==> src/rtl/control_pkg.sv <==
// control_pkg: opcode, ALU-op, mux-select and state encodings shared by the
// multicycle control FSM and the downstream ALU-control decoder.
package control_pkg;

    localparam logic [5:0] OP_RTYPE = 6'b000000;
    localparam logic [5:0] OP_LW    = 6'b100011;
    localparam logic [5:0] OP_SW    = 6'b101011;
    localparam logic [5:0] OP_BEQ   = 6'b000100;
    localparam logic [5:0] OP_J     = 6'b000010;
    localparam logic [5:0] OP_ADDI  = 6'b001000;

    localparam logic [1:0] ALU_ADD   = 2'b00;
    localparam logic [1:0] ALU_SUB   = 2'b01;
    localparam logic [1:0] ALU_FUNCT = 2'b10;

    localparam logic [1:0] SRCB_B      = 2'b00;
    localparam logic [1:0] SRCB_4      = 2'b01;
    localparam logic [1:0] SRCB_IMM    = 2'b10;
    localparam logic [1:0] SRCB_IMM_SH = 2'b11;

    localparam logic [1:0] PCSRC_ALU    = 2'b00;
    localparam logic [1:0] PCSRC_ALUOUT = 2'b01;
    localparam logic [1:0] PCSRC_JUMP   = 2'b10;

    typedef enum logic [3:0] {
        S_FETCH    = 4'd0,
        S_DECODE   = 4'd1,
        S_MEM_ADDR = 4'd2,
        S_MEM_RD   = 4'd3,
        S_MEM_WB   = 4'd4,
        S_MEM_WR   = 4'd5,
        S_EXEC     = 4'd6,
        S_R_WB     = 4'd7,
        S_BRANCH   = 4'd8,
        S_JUMP     = 4'd9,
        S_ADDI_EX  = 4'd10,
        S_ADDI_WB  = 4'd11
    } state_e;

endpackage

==> src/rtl/retire_counter.sv <==
// retire_counter: free-running wrap-around counter with enable and
// synchronous clear.
module retire_counter #(
    parameter int W = 32
) (
    input  logic         clk,
    input  logic         rst,
    input  logic         en_i,
    output logic [W-1:0] count_o
);

    logic [W-1:0] count_q;

    always_ff @(posedge clk)
        count_q <= rst ? '0 : en_i ? count_q + 1'b1 : count_q;

    assign count_o = count_q;

endmodule

==> src/rtl/multicycle_control.sv <==
// multicycle_control: main control FSM of the multicycle MIPS datapath;
// outputs are decoded combinationally from the state and forced low in reset.
module multicycle_control
    import control_pkg::*;
#(
    parameter int CNT_W = 32
) (
    input  logic             clk,
    input  logic             rst,
    input  logic [5:0]       opcode,
    input  logic             zero,
    input  logic             mem_ready,
    output logic             pc_write,
    output logic             pc_write_cond,
    output logic             i_or_d,
    output logic             mem_read,
    output logic             mem_write,
    output logic             ir_write,
    output logic             mem_to_reg,
    output logic             reg_dst,
    output logic             reg_write,
    output logic             alu_src_a,
    output logic [1:0]       alu_src_b,
    output logic [1:0]       alu_op,
    output logic [1:0]       pc_source,
    output logic             illegal_op,
    output logic [3:0]       state,
    output logic [CNT_W-1:0] retired
);

    state_e state_q, state_d;
    logic   retire;
    logic   unused_zero;

    // The branch decision on zero is taken in the datapath via pc_write_cond.
    assign unused_zero = zero;

    always_ff @(posedge clk)
        state_q <= rst ? S_FETCH : state_d;

    always_comb begin
        state_d       = S_FETCH;
        pc_write      = 1'b0;
        pc_write_cond = 1'b0;
        i_or_d        = 1'b0;
        mem_read      = 1'b0;
        mem_write     = 1'b0;
        ir_write      = 1'b0;
        mem_to_reg    = 1'b0;
        reg_dst       = 1'b0;
        reg_write     = 1'b0;
        alu_src_a     = 1'b0;
        alu_src_b     = SRCB_B;
        alu_op        = ALU_ADD;
        pc_source     = PCSRC_ALU;
        illegal_op    = 1'b0;
        retire        = 1'b0;
        if (!rst) begin
            case (state_q)
                S_FETCH: begin
                    mem_read  = 1'b1;
                    alu_src_b = SRCB_4;
                    ir_write  = mem_ready;
                    pc_write  = mem_ready;
                    state_d   = mem_ready ? S_DECODE : S_FETCH;
                end
                S_DECODE: begin
                    alu_src_b = SRCB_IMM_SH;
                    case (opcode)
                        OP_LW, OP_SW: state_d = S_MEM_ADDR;
                        OP_RTYPE:     state_d = S_EXEC;
                        OP_BEQ:       state_d = S_BRANCH;
                        OP_J:         state_d = S_JUMP;
                        OP_ADDI:      state_d = S_ADDI_EX;
                        default:      illegal_op = 1'b1;
                    endcase
                end
                S_MEM_ADDR: begin
                    alu_src_a = 1'b1;
                    alu_src_b = SRCB_IMM;
                    state_d   = (opcode == OP_SW) ? S_MEM_WR : S_MEM_RD;
                end
                S_MEM_RD: begin
                    mem_read = 1'b1;
                    i_or_d   = 1'b1;
                    state_d  = mem_ready ? S_MEM_WB : S_MEM_RD;
                end
                S_MEM_WB: begin
                    reg_write  = 1'b1;
                    mem_to_reg = 1'b1;
                    retire     = 1'b1;
                end
                S_MEM_WR: begin
                    mem_write = 1'b1;
                    i_or_d    = 1'b1;
                    retire    = mem_ready;
                    state_d   = mem_ready ? S_FETCH : S_MEM_WR;
                end
                S_EXEC: begin
                    alu_src_a = 1'b1;
                    alu_op    = ALU_FUNCT;
                    state_d   = S_R_WB;
                end
                S_R_WB: begin
                    reg_write = 1'b1;
                    reg_dst   = 1'b1;
                    retire    = 1'b1;
                end
                S_BRANCH: begin
                    alu_src_a     = 1'b1;
                    alu_op        = ALU_SUB;
                    pc_write_cond = 1'b1;
                    pc_source     = PCSRC_ALUOUT;
                    retire        = 1'b1;
                end
                S_JUMP: begin
                    pc_write  = 1'b1;
                    pc_source = PCSRC_JUMP;
                    retire    = 1'b1;
                end
                S_ADDI_EX: begin
                    alu_src_a = 1'b1;
                    alu_src_b = SRCB_IMM;
                    state_d   = S_ADDI_WB;
                end
                S_ADDI_WB: begin
                    reg_write = 1'b1;
                    retire    = 1'b1;
                end
                default: state_d = S_FETCH;
            endcase
        end
    end

    assign state = rst ? 4'd0 : state_q;

    retire_counter #(.W(CNT_W)) u_retire (
        .clk    (clk),
        .rst    (rst),
        .en_i   (retire),
        .count_o(retired)
    );

endmodule

==> config.mk <==
export PLATFORM = sky130hd
export DESIGN_NAME = multicycle_control
export DESIGN_NICKNAME = d
export VERILOG_FILES = /design/src/rtl/control_pkg.sv /design/src/rtl/retire_counter.sv /design/src/rtl/multicycle_control.sv
export SDC_FILE = /design/constraint.sdc
export NUM_CORES = 1
export LEC_CHECK = 0
export ABC_AREA = 0
export ABC_CLOCK_PERIOD_IN_PS = 2400
export CAP_MARGIN = 40
export CORE_MARGIN = 10
export CORE_UTILIZATION = 24
export CTS_CLUSTER_DIAMETER = 40
export DETAILED_ROUTE_END_ITERATION = 10
export GPL_TIMING_DRIVEN = 0
export SYNTH_ARGS = -nofsm -noshare
export SYNTH_HDL_FRONTEND = slang
export SYNTH_SLANG_ARGS = --single-unit
==> constraint.sdc <==
create_clock -name clk -period 2.4 [get_ports clk]
set_input_delay 0.48 -clock clk [delete_from_list [all_inputs] [get_ports clk]]
set_output_delay 0.48 -clock clk [all_outputs]
set_load 0.01 [all_outputs]
# [Word level (Yosys, flattened, before mapping)]
# Index checks and enable logic that the tools add are counted.
# Widths: inputs -> output; s select.
[word_totals] regBits=36 inputBits=10 elab_cells=67
[classes] addsub=1 n_eq_ne=16 mux=38 reduce_logical=10
[ops] op="$add 32x1->32 const B" n=1
[ops] op="$pmux 4 s7" n=1
[ops] op="$mux 1" n=24
[ops] op="$pmux 4 s5" n=1
[ops] op="$eq 4x3->1 const B" n=4
[ops] op="$eq 4x4->1 const B" n=4
[ops] op="$eq 6x6->1 const B" n=2
[ops] op="$mux 3" n=3
[ops] op="$eq 4x2->1 const B" n=2
[ops] op="$pmux 2 s2" n=2
[ops] op="$reduce_or 2->1" n=4
[ops] op="$eq 6x2->1 const B" n=1
[ops] op="$eq 6x3->1 const B" n=1
[ops] op="$eq 6x4->1 const B" n=1
[ops] op="$logic_not 6->1" n=1
[ops] op="$mux 2" n=3
[ops] op="$pmux 2 s3" n=1
[ops] op="$reduce_or 6->1" n=1
[ops] op="$reduce_or 5->1" n=1
[ops] op="$eq 4x1->1 const B" n=1
[ops] op="$logic_not 4->1" n=1
[ops] op="$mux 4" n=1
[ops] op="$pmux 1 s2" n=2
[ops] op="$reduce_or 4->1" n=1
[ops] op="$reduce_or 3->1" n=1

# [Logic depth before layout (Yosys ltp)]
[logic_depth] depth_word=5 ltp_mapped=8

# [Hierarchy]
# A second synthesis with hierarchy kept.
[hier_totals] cells_unflattened=272 hier_area_um2=2163.3
[by_module_without_submodules] module="retire_counter" n_inst=1 cells_each=181 area_per_inst_um2=1564.0
[by_module_without_submodules] module="multicycle_control" n_inst=1 cells_each=91 area_per_inst_um2=599.3

# [Least setup slack after synthesis]
# Ideal clock, no wire load.
[synth_path] kind="input to output" start="in rst" end="out pc_write" arrival_time_ps=1685 slack_ps=235 stages=4 path_cell_list="clkbuf_1 nor4_1 and3b_1 or2_2"
[synth_via] elab_chain_cells=1
[synth_rtl] element="start, declared" line="multicycle_control.sv:9" text="input logic rst,"
[synth_rtl] element="$mux 1" line="multicycle_control.sv:58" text="if (!rst) begin"
[synth_rtl] element="end, declared" line="multicycle_control.sv:13" text="output logic pc_write,"
# Every way passes these cells.

# [Worst setup path after layout]
[layout_path] start="reg state_q[2]" end="out reg_write"
[layout_via] elab_chain_cells=4
[layout_rtl] element="start, declared" line="multicycle_control.sv:31" text="state_e state_q, state_d;"
[layout_rtl] element="start signal, assigned" line="multicycle_control.sv:39" text="state_q <= rst ? S_FETCH : state_d;"
[layout_rtl] element="$eq 4x4->1 or $eq 4x3->1 (tied branches)" line="multicycle_control.sv:59" text="case (state_q)"
[layout_rtl] element="$reduce_or 3->1 (no line) *"
[layout_rtl] element="$mux 1 *" line="multicycle_control.sv:59"
[layout_rtl] element="$mux 1 *" line="multicycle_control.sv:58"
[layout_rtl] element="end, declared" line="multicycle_control.sv:21" text="output logic reg_write,"
# Mark *: on every way between the ends. The rest lies on a longest branch, timed or not.

==> metrics.md <==
| Metric | Value |
|---|---|
| Post-synth top area cell | `dfxtp_1` |
| CP Buf/Inv Count | `2` |
| CP endpoint kind | `primary output` |
| RR Startpoint | `state_q[3]$_SDFF_PP0_` |
| Total GRT Usage | `9.75%` |
| Die Width | `115 um` |
| Ant. Diodes | `0` |
| Vias in the first global route | `2113` |
| Compound-Gate Fraction of Synth Area | `8.62%` |
| Mux cell area share after synthesis | `0%` |
| Cell area after layout | `~0.003 mm^2` |
| Synth Area in XOR/XNOR | `roughly 10%` |
| Hold Path Cell Cnt | `2` |
| PD cells | `402 mW/mm^2` |
| Actual slew at the worst max-slew pin | `roughly 650 ps` |
| Top FF cell, synth | `dfxtp_1` |
| Unique masters post-synth | `39` |
| Hold Path Class | `reg -> reg` |
| Final Max Tran Viols | `0` |
| Static leakage | `1.08 nW` |
| ANT nets after route | `0` |
| Hold WS | `approximately 500 ps` |
| Async SR Flop Fraction | `0%` |
| Share of post-route cells with drive strength above 1 | `10.3%` |
| Via density | `5.02` |
| Sequential area share after synthesis | `~33%` |
| Port Buffer Count | `60` |
| # H-tree levels | `2` |
| Top post-synthesis cells by area | `dfxtp_1 (33%), nor2_1 (6.2%), xnor2_1 (5.3%)` |
| Critical Setup Path Class | `reg -> out` |
| Tcrit/Tclk final | `98.8%` |
| Initial Util | `24.7%` |
| Initial antenna violation count | `0` |
| Area grow syn2layout | `41.4%` |
| Clock-pin slew on the worst setup and hold paths | `80 ps` |
| Root Driver | `clkbuf_8` |
| CTS Buffer Depth | `2` |
| Simple-Gate Fraction of Synth Area | `43.0%` |
| CP Max Fanout | `10` |
| Num CTS Buffers | `5` |
| Post-Route Skew | `7.55 ps` |
| Synth warn | `0` |
| Top cell type's share of synthesized area | `33.3%` |
| Largest net degree at the start of global routing | `12` |
| Register-to-register setup slack | `230 ps` |
| Die Area | `0.0132 mm^2` |
| Cells after Synth | `273` |
| Detailed-route via count | `approximately 2.3k` |
| Post-synth EDFFs | `0` |
| Crit Reg-Reg Endpoint | `u_retire.count_o[21]$_SDFFE_PP0P_` |
| Largest family of logic cells by synthesized area | `simple AND/OR/NAND/NOR gates` |
| Crit-path cells | `buf_4, nor2b_1, nand3_1, a21oi_1, clkdlybuf4s50_1` |
| Pre-Repair DR Iteration Count | `4` |
| Final wirelength | `6.52 mm` |
| Worst path max stage delay | `570 ps` |
| Post-synthesis net count | `approximately 280` |
| Post-CTS setup buffer count | `0` |
| CTS tree | `built` |
| Headroom to the max-slew limit | `a little under three fifths` |
| HP Start | `u_retire.count_o[31]$_SDFFE_PP0P_` |
| I/O pins | `63` |
| WHS Endpoint | `u_retire.count_o[31]$_SDFFE_PP0P_` |
| CP delay by family, top | `buffers and inverters` |
| Setup TNS | `0 ps` |
| Min cycle time layout | `2370 ps` |
| Post-Synthesis Cell Area | `0.00216 mm^2` |
| First-pass GRT wire length | `10.7 mm` |
| Final setup fails | `0` |
| Status | `finished, final reports clean` |
| Startpoint types | `flip-flop` |
| TritonCTS Sinks | `36` |
| Wire per inst | `14.5 um` |
| CP Data Required Time | `1920 ps` |
| Placed wire-length estimate | `5.04 mm` |
| R2R cell count | `6` |
| Initial drt markers | `124` |
| Core outline area | `0.00876 mm^2` |
| Placement Cell Area | `roughly 0.0029 mm^2` |
| Worst-skew pair later-pin latency | `290 ps` |
| NumNets Final | `around 350` |
| Hold buffers post-CTS | `0` |
| WP data arrival | `1890 ps` |
| Placer congestion estimate | `about 0.83` |
| Max_cap viols | `0` |
| Mean Syn Cell Area | `7.92 um^2` |
| Filler cells | `~940` |
| Adder-Cell Fraction of Synth Area | `0.578%` |
| RSZ-0062 raised after global routing | `true` |
| Synth Register Bits | `36` |
| Slowest-stage cell, CP | `clkdlybuf4s50_1` |
| Fin util | `34.9%` |
| Max IR drop VDD | `between 0.2 and 0.25 mV` |
| Grt ovf | `0` |
| Rows | `34` |
| Hold Violations, Final | `0` |
| Max Fclk | `422 MHz` |
| Die height | `115 um` |
| DRC | `0` |
[layer usage]
metal / track usage (%) / up-vias / part of all wire [%]
met5: 0 / - / 0
met4: 2.06 / 0 / 0.49
met3: 3.80 / 4 / 7.3
met2: 14.8 / 56 / 46
met1: 12.8 / 1072 / 46
li1: - / 1124 / -
[flip-flops by register name, indices dropped and copies added (netlist names)]
| signal | flops |
|---|---|
| u_retire.count_o | 32 |
| state_q | 4 |
[worst max path at each step]
stage                          startpoint  slack, ps                           endpoint  cells past startpoint
global route        state_q[2]$_SDFF_PP0_        -50                          reg_write                      5
detailed placement              mem_ready       -260  u_retire.count_o[21]$_SDFFE_PP0P_                      6
global placement                mem_ready       -240  u_retire.count_o[23]$_SDFFE_PP0P_                      6
finish              state_q[2]$_SDFF_PP0_         30                          reg_write                      5
CTS                 state_q[0]$_SDFF_PP0_         -6                            reg_dst                      4
floorplan                             rst        240                           pc_write                      4
[kinds of logic (layout without fill, tap and decap cells)]
kind of cell / count (synthesis) / after routing
compound gates: 33 / 33
fa+ha+maj: 1 / 1
flops: 36 / 36
buf+inv: 19 / 87
xor+xnor: 25 / 25
simple gates: 159 / 159
[area by class of cell]
type | instances | area (um^2) | share of cell area (%)
multi-input cells | 218 | 1380 | 44.9
flip-flops and latches | 36 | 726 | 23.7
repair buffers | 60 | 606 | 19.8
well taps | 108 | 135 | 4.42
plain buffers | 19 | 110 | 3.60
clock buffers | 6 | 72.6 | 2.37
clock inverters | 2 | 35.0 | 1.15
[tightest hold or removal path, stage by stage, from the launching register on]
cell and delay (ps):
dfxtp_1 330, o31ai_1 70, a21oi_1 60
[stage by stage]
stage,total power [mW],worst slack [ps],cells
2_1_floorplan,0.664,235,273
3_3_place_gp,0.709,-238,441
3_5_place_dp,0.710,-264,441
4_1_cts,1.24,-6.05,449
5_1_grt,1.28,-49.5,449
6_report,1.23,27.7,449
[timing repair]
action	CTS	global route
resized for setup	18	11
setup endpoints to repair	18	11
pin swaps	0	1
[synthesized netlist by cell type (3+ instances only)]
library cell  instances
dfxtp_1              36
nor2_1               36
nand3_1              19
nand2_1              17
a21oi_1              15
xnor2_1              13
nand4_1              12
xor2_1               12
clkbuf_1             11
nor3_1               10
o21ai_0              10
and3_1                9
nor4_1                9
nand2b_1              6
nor2b_1               6
or3_1                 6
nor4_2                5
or4_1                 5
and4_1                4
buf_4                 4
nor4b_1               3
[layout by cell type, fill, tap and decap left out, types with 3 or more instances in the layout]
cell             count
a21oi_1             15
and3_1               9
and4_1               4
buf_2                3
buf_4                5
clkbuf_1             7
clkbuf_8             5
clkdlybuf4s50_1     52
dfxtp_1             34
dlygate4sd2_1        4
dlymetal6s2s_1       4
nand2_1             17
nand2b_1             5
nand3_1             19
nand4_1             12
nor2_1              36
nor2b_1              4
nor3_1              10
nor4_1               8
nor4_2               5
nor4_4               3
nor4b_1              3
o21ai_0             10
or3_1                6
or4_1                5
xnor2_1             13
xor2_1              12
[where the power goes]
group / leakage (nW) / internal, mW / total [mW] / switching [mW]
registers: 0.291 / 0.598 / 0.602 / 0.00406
logic: 0.737 / 0.0439 / 0.0952 / 0.0513
clock network: 0.0552 / 0.308 / 0.531 / 0.223
total: 1.08 / 0.951 / 1.23 / 0.278
(Power assumes the default switching activity.)
